## src/rtl/serial_adder_pkg.sv

```systemverilog
// serial_adder_pkg: shared types and constants for the bit-serial adder.
//   state_t        - controller states IDLE / RUN / DONE (2-bit encoding)
//   DEFAULT_WIDTH  - default operand width
//   cnt_width()    - width of the bit counter for a given operand width
package serial_adder_pkg;

    typedef enum logic [1:0] {
        ST_IDLE = 2'd0,
        ST_RUN  = 2'd1,
        ST_DONE = 2'd2
    } state_t;

    localparam int DEFAULT_WIDTH = 8;

    // A counter over WIDTH bit positions needs $clog2(WIDTH) bits;
    // the guard keeps the width at least one bit.
    function automatic int cnt_width(input int width);
        return (width <= 1) ? 1 : $clog2(width);
    endfunction

endpackage

```

## src/rtl/serial_adder_full_adder.sv

```systemverilog
// half_adder / full_adder: one-bit combinational datapath cell for the
// bit-serial adder.
//   half_adder ports: a, b (inputs), sum, carry (outputs)
//   full_adder ports: a, b, cin (inputs), sum, cout (outputs)
// The full adder is built from two half adders plus an OR for the carry.
module half_adder (
    input  logic a,
    input  logic b,
    output logic sum,
    output logic carry
);
    assign sum   = a ^ b;
    assign carry = a & b;
endmodule

module full_adder (
    input  logic a,
    input  logic b,
    input  logic cin,
    output logic sum,
    output logic cout
);
    logic s0;
    logic c0;
    logic c1;

    half_adder u_ha0 (.a(a),  .b(b),   .sum(s0),  .carry(c0));
    half_adder u_ha1 (.a(s0), .b(cin), .sum(sum), .carry(c1));

    // The two half-adder carries can never both be 1, so OR is exact.
    assign cout = c0 | c1;
endmodule

```

## src/rtl/serial_adder.sv

```systemverilog
// serial_adder: bit-serial adder, LSB first, one bit per clock.
//   {carry_o, sum_o} = a_in + b_in + cin_in (unsigned, WIDTH+1 bits).
// Ports:
//   clk_in, rst_n_in          clock, asynchronous active-low reset
//   in_valid_in / in_ready_o  operand handshake (a_in, b_in, cin_in)
//   out_valid_o / out_ready_in result handshake (sum_o, carry_o)
//   overflow_o                signed overflow, only with SERIAL_ADDER_OVF_EN
// Handshake: a transfer happens on a rising edge where valid and ready are
// both 1; the producer holds its data stable while valid is 1 and not yet
// accepted, and ready never depends combinationally on valid.
// The controller state is the internal signal 'state' (type state_t).
module serial_adder
    import serial_adder_pkg::*;
#(
    parameter int WIDTH = DEFAULT_WIDTH
) (
    input  logic             clk_in,
    input  logic             rst_n_in,
    input  logic             in_valid_in,
    output logic             in_ready_o,
    input  logic [WIDTH-1:0] a_in,
    input  logic [WIDTH-1:0] b_in,
    input  logic             cin_in,
    output logic             out_valid_o,
    input  logic             out_ready_in,
    output logic [WIDTH-1:0] sum_o,
    output logic             carry_o
`ifdef SERIAL_ADDER_OVF_EN
    ,
    output logic             overflow_o
`endif
);

    localparam int CW = cnt_width(WIDTH);

    state_t           state;
    logic [WIDTH-1:0] a_sr;
    logic [WIDTH-1:0] b_sr;
    // Holds the WIDTH-1 sum bits produced so far; the last bit is taken
    // straight from the full adder on the final edge.
    logic [WIDTH-2:0] res_sr;
    logic             c;
    logic [CW-1:0]    cnt;

    logic             s;
    logic             co;
    logic [WIDTH-1:0] res_next;

    full_adder u_fa (
        .a   (a_sr[0]),
        .b   (b_sr[0]),
        .cin (c),
        .sum (s),
        .cout(co)
    );

    // New sum bit enters at the MSB; after WIDTH shifts the LSB sits at bit 0.
    assign res_next = {s, res_sr};

    always_ff @(posedge clk_in or negedge rst_n_in) begin
        if (!rst_n_in) begin
            state       <= ST_IDLE;
            in_ready_o  <= 1'b1;
            out_valid_o <= 1'b0;
            sum_o       <= '0;
            carry_o     <= 1'b0;
            a_sr        <= '0;
            b_sr        <= '0;
            res_sr      <= '0;
            c           <= 1'b0;
            cnt         <= '0;
`ifdef SERIAL_ADDER_OVF_EN
            overflow_o  <= 1'b0;
`endif
        end else begin
            case (state)
                ST_IDLE: begin
                    if (in_valid_in) begin
                        a_sr       <= a_in;
                        b_sr       <= b_in;
                        c          <= cin_in;
                        res_sr     <= '0;
                        cnt        <= '0;
                        in_ready_o <= 1'b0;
                        state      <= ST_RUN;
                    end
                end
                ST_RUN: begin
                    a_sr   <= a_sr >> 1;
                    b_sr   <= b_sr >> 1;
                    c      <= co;
                    res_sr <= res_next[WIDTH-1:1];
                    cnt    <= cnt + 1'b1;
                    if (cnt == CW'(WIDTH - 1)) begin
                        sum_o       <= res_next;
                        carry_o     <= co;
`ifdef SERIAL_ADDER_OVF_EN
                        // On the MSB edge c is the carry into the MSB.
                        overflow_o  <= c ^ co;
`endif
                        out_valid_o <= 1'b1;
                        state       <= ST_DONE;
                    end
                end
                ST_DONE: begin
                    if (out_ready_in) begin
                        out_valid_o <= 1'b0;
                        in_ready_o  <= 1'b1;
                        state       <= ST_IDLE;
                    end
                end
                default: begin
                    out_valid_o <= 1'b0;
                    in_ready_o  <= 1'b1;
                    state       <= ST_IDLE;
                end
            endcase
        end
    end

endmodule

```

## config.mk

```make
export PLATFORM = sky130hd
export DESIGN_NAME = serial_adder
export DESIGN_NICKNAME = d
export VERILOG_FILES = /design/src/rtl/serial_adder_pkg.sv /design/src/rtl/serial_adder_full_adder.sv /design/src/rtl/serial_adder.sv
export SDC_FILE = /design/constraint.sdc
export NUM_CORES = 1
export LEC_CHECK = 0
export CORE_AREA = 10 10 85 87
export DETAILED_ROUTE_END_ITERATION = 16
export DIE_AREA = 0 0 95 97
export GPL_ROUTABILITY_DRIVEN = 0
export GPL_TIMING_DRIVEN = 0
export PLACE_DENSITY = 0.52
export SLEW_MARGIN = 20
export SYNTH_ARGS = -nofsm -noshare
export SYNTH_HDL_FRONTEND = slang
export SYNTH_SLANG_ARGS = --single-unit
```

## constraint.sdc

```tcl
create_clock -name clk_in -period 1.6 [get_ports clk_in]
set_input_delay 0.24 -clock clk_in [delete_from_list [all_inputs] [get_ports clk_in]]
set_output_delay 0.24 -clock clk_in [all_outputs]
set_load 0.05 [all_outputs]
```

# Yosys cells after proc, flatten, opt, wreduce, memory -nomap -nowiden
# Index checks and enable logic that the tools add are counted.
word_totals:
  ff_bits: 40
  in_bits: 21
  out_inout_bits: 11
  word_cells: 51
classes:
  addsub: 1
  n_eq_ne: 6
  muxes: 20
  n_bitwise: 7
  n_reduce_logical: 7
ops:
  columns: ["cell", "count"]
  rows:
  - ["one-hot mux 8 bit (2 select lines)", 2]
  - ["2-to-1 mux 8 bit", 2]
  - ["one-hot mux 7 bit (2 select lines)", 1]
  - ["AND reduction 3 bit", 3]
  - ["2-to-1 mux 7 bit", 1]
  - ["2-to-1 mux 2 bit", 3]
  - ["inequality test 2 bit, second input constant", 3]
  - ["one-hot mux 1 bit (3 select lines)", 2]
  - ["one-hot mux 2 bit (3 select lines)", 1]
  - ["one-hot mux 3 bit (2 select lines)", 1]
  - ["2-to-1 mux 1 bit", 5]
  - ["AND reduction 2 bit", 2]
  - ["adder 3 x 1 -> 3 bit, second input constant", 1]
  - ["equality test 3 bit, second input constant", 1]
  - ["2-to-1 mux 3 bit", 1]
  - ["AND 1 bit", 2]
  - ["equality test 2 x 1 -> 1 bit, second input constant", 1]
  - ["equality test 2 bit, second input constant", 1]
  - ["logical NOT 2 bit", 1]
  - ["inverter 1 bit", 2]
  - ["one-hot mux 1 bit (2 select lines)", 1]
  - ["nonzero test 2 bit", 1]
  - ["bitwise XOR 1 bit", 2]
  - ["bitwise OR 1 bit", 1]

# Logic depth before layout (Yosys ltp)
logic_depth:
  word_depth: 4
  ltp_mapped: 6
  mapped_depth_nobuf: 4

# By module
# From an unflattened synthesis, not the netlist that was laid out.
hier_totals:
  cells_unflattened: 158
  hier_area_um2: 1795.5
by_module_without_submodules:
  columns: ["module", "n_inst", "cells_per_inst", "area_per_inst_um2", "seq_area_each_um2"]
  rows:
  - ["serial_adder", 1, 155, 1764.2, 1002.2]
  - ["half_adder", 2, 1, 12.5, 0.0]
  - ["full_adder", 1, 1, 6.3, 0.0]

# Worst setup path after synthesis
# Ideal clock, no wire load.
synth_path:
  path_kind: "flip-flop to flip-flop"
  startpoint: "register cnt[0]"
  endpoint: "register carry_o"
  setup_time_ns: 0.125
  t_arrival_ns: 1.242
  required_time_ns: 1.475
  setup_slack_ns: 0.233
  path_stages_with_launch: 5
  n_path_buf: 0
  synth_period_minus_slack_ns: 1.367
  cell_sequence: "dfrtp_1 -> ha_1 -> ha_1 -> nand2_8 -> mux2_4"
synth_between:
  elab_chain_len: 2
synth_rtl:
  columns: ["element", "line_no", "rtl"]
  rows:
  - ["from (decl)", "serial_adder.sv:43", "logic [CW-1:0] cnt;"]
  - ["from (signal assigned)", "serial_adder.sv:93", "cnt <= cnt + 1'b1;"]
  - ["equality test 3 bit", "serial_adder.sv:94", "if (cnt == CW'(WIDTH - 1)) begin"]
  - ["AND reduction 2 bit (no source line)", null, null]
  - ["to (signal assigned)", "serial_adder.sv:96", "carry_o <= co;"]
  - ["to (decl)", "serial_adder.sv:27", "output logic carry_o"]
# No other way between the ends.
# A chain may end at the register's enable or synchronous reset.

# Worst setup path after layout
layout_path:
  startpoint: "register cnt[0]"
  endpoint: "register sum_o[3]"
layout_between:
  elab_chain_len: 2
layout_rtl:
  columns: ["element", "line_no", "rtl"]
  rows:
  - ["equality test 3 bit", "serial_adder.sv:94", null]
  - ["AND reduction 2 bit (no source line)", null, null]
  - ["to (signal assigned)", "serial_adder.sv:95", "sum_o <= res_next;"]
  - ["to (decl)", "serial_adder.sv:26", "output logic [WIDTH-1:0] sum_o,"]
# No other way between the ends.

==> reports/qor.yml <==
status: "finished, final reports clean"
worstSetupEndpointType: "flop"
min_period_ns: 1.463
core_mm2: 0.005473
pin_count: 32
clock_power_share_pct: 14.0
critical_path.max_fanout: 10
synth_most_common_cell: "dfrtp_1"
drive_above_1_share_pct: 16.06
fp.dieW_um: 95
nets: 217
cts_buffer_depth: 2
place_hpwl_mm: 2.932
cts-root-buf: "clkbuf_8"
yosys.area_share.simple_pct: 13.07
period_share_pct: 91.45
synth_nets: 177
cp.arrival_ns: 1.64
irDropWorstVdd_mv: 0.7275
synth-seq-cells: 40
muxShareOfSynthArea_pct: 7.510
synth_xor_area_share_pct: 0
synthArstFlopShare_pct: 100.0
drt.antenna.violating_nets: 0
synth_top_area_cell: "dfrtp_1"
synth_top_family_by_area: "compound AO/OA/AOI/OAI gates"
grt_max_degree: 23
cts.sinks: 40
ys.warnings.count: 0
synthTopCellsByCount: "dfrtp_1, nor3_1, o22ai_1, nor2_1"
start_util_pct: 32.88
syn2layout_area_growth_pct: 27.40
switching_share_pct: 41.04
wire_per_inst_um: 15.11
crit_required_ns: 1.77
final_cell_count_no_fill: 265
synth.area.top_cells: "dfrtp_1, mux2_4, nor3_1, o22ai_1, a22o_1"
cts_buffers: 5
wirelength_mm: 4.003
skew_ns: 0.002043
synthFlopType: "dfrtp_1"
yosys.area_share.adder_pct: 2.503
reg2reg_depth: 4
first_pass_iters: 4
drt_iter0_drc: 71
cts_max_level: 2
synthDistinctLibCells: 26
synth_top_area_share_pct: 54.24
hold_violations: 0
synth_edf_count: 0
reg2reg_from: "cnt[0]$_DFFE_PN0P_"
min_path_type: "input pin to asynchronous set/reset pin"
insertion_delay_ns: 0.28
rows: 27
r2r_end: "sum_o[3]$_DFFE_PN0P_"
p_comb_share_pct: 46.0
grt_overflow: 0
netlist_area_mm2: 0.001799
max_freq_mhz: 683.5
final_util_pct: 41.88
power_switching_mw: 1.859
syn_avg_cell_area_um2: 11.76
slew_viol_final: 0
grt_pass1_vias: 1518
worstSetupPathType: "flop to flop"
clk_pin_slew_ns: 0.07
vias: 1357
drcViolationCount: 0
ys_seq_area_share_pct: 55.70
cp-start-kind: "flop"
synth_compound_area_share_pct: 16.55
portBuffers: 31
power.share.sequential_pct: 40.0
dp_cells: 257
die_area_mm2: 0.009215
internal_power_mw: 2.671
rsz0062_at_grt: "false"
tightest_slew_ns: 0.5271
rrSetupSlack_ns: 0.14
n_antenna_cell: 0
cts_tree: "yes"
maxSlewHeadroom_pct: 64.86
setup_viol: 0
p_leak_nw: 1.003
viasPerCell: 5.121
globalRouteTotalUtil_pct: 9.136
total_power_mw: 4.530
synthCells: 153
powerDensity_mw_per_mm2: 1976
holdWs_ns: 0.4585
antenna_found_initial: 0
grt_first_pass_wirelength_mm: 7.079
die_h_um: 97
timing.max_cap.violations: 0
-- worst max-delay path, stage by stage, from the launching register on --
cell	delay, ns
dfrtp_1	0.41
ha_1	0.21
ha_1	0.27
nand2_8	0.15
mux2_4	0.31
-- state kept, by name (all words and copies together), names as in the netlist, 2 cells and up --
register / cells
res_sr: 7
b_sr: 8
cnt: 3
sum_o: 8
state: 2
a_sr: 8
-- power groups by stage --
stage	combinational, mW	clock [mW]	sequential (mW)
3_5_place_dp	2.21	0	1.83
3_3_place_gp	2.17	0	1.81
2_1_floorplan	1.18	0	2.20
5_1_grt	2.30	0.704	1.87
4_1_cts	2.12	0.655	1.81
6_report	2.08	0.634	1.81
-- worst max path at each step --
| stage | startpoint | end | slack, ns | cells after the start |
|---|---|---|---|---|
| 2_1_floorplan | cnt[0]$_DFFE_PN0P_ | carry_o$_DFFE_PN0P_ | 0.23 | 4 |
| 3_3_place_gp | rst_n_in | b_sr[3]$_DFFE_PN0P_ | -0.72 | 1 |
| 3_5_place_dp | in_valid_in | a_sr[0]$_DFFE_PN0P_ | -0.02 | 5 |
| 4_1_cts | in_ready_o$_DFFE_PN1P_ | in_ready_o | 0.01 | 1 |
| 5_1_grt | cnt[0]$_DFFE_PN0P_ | sum_o[4]$_DFFE_PN0P_ | 0.10 | 4 |
| 6_report | cnt[0]$_DFFE_PN0P_ | sum_o[3]$_DFFE_PN0P_ | 0.14 | 4 |
-- placed cells by master, fill, tap and decap left out, drive strengths merged, types with 9 or more instances in the layout --
cell type | synthesis | final
nor2 | 11 | 11
a22o | 9 | 9
clkdlybuf4s50 | 0 | 19
mux2 | 9 | 9
clkbuf | 4 | 11
buf | 9 | 11
o22ai | 15 | 15
nor3 | 24 | 24
dlygate4sd2 | 0 | 10
dfrtp | 39 | 39
-- through the flow --
step,instance area [um2],setup TNS (ns),setup WS [ns]
6_report,2292,0,0.1369
5_1_grt,2292,0,0.1024
4_1_cts,2297,0,0.01105
3_5_place_dp,2222,-0.03071,-0.02036
3_3_place_gp,2200,-28.51,-0.7238
2_1_floorplan,1799,0,0.2327
-- area by class of cell --
cell class,instances,area (um2)
fill,535,3181
tap,72,90.09
multi-input combinational,99,713.2
clock inverter,1,5.005
inverter,1,3.754
sequential,40,1002
timing repair buffer,33,325.3
clock buffer,6,72.57
buffer,13,80.08
-- what timing repair did --
item                                    in CTS  in global routing
hold buffers                                 1                  0
endpoints found under the setup margin      11                  1
gates resized for setup                     12                  1
hold endpoints to repair                    21                  0
pin swaps                                    0                  0
setup buffers                                0                  0
-- metal layers --
metal  part of all wire, %  wire length, um  up-vias  GRT usage, %
met5                     0                0        -             0
met4                   1.0               40        0         2.632
met3                   7.8              314        6         4.163
met2                    46             1823       38         13.87
met1                    46             1823      663         11.29
li1                      -                -      650             -
-- kinds of logic after synthesis --
family | count (synthesis)
multiplexers | 9
AND/OR/NAND/NOR | 45
AO/OA/AOI/OAI | 42
flip-flops | 40
adder cells (fa/ha/maj) | 3
buffers and inverters | 14
Power figures use the tool's default switching activity.
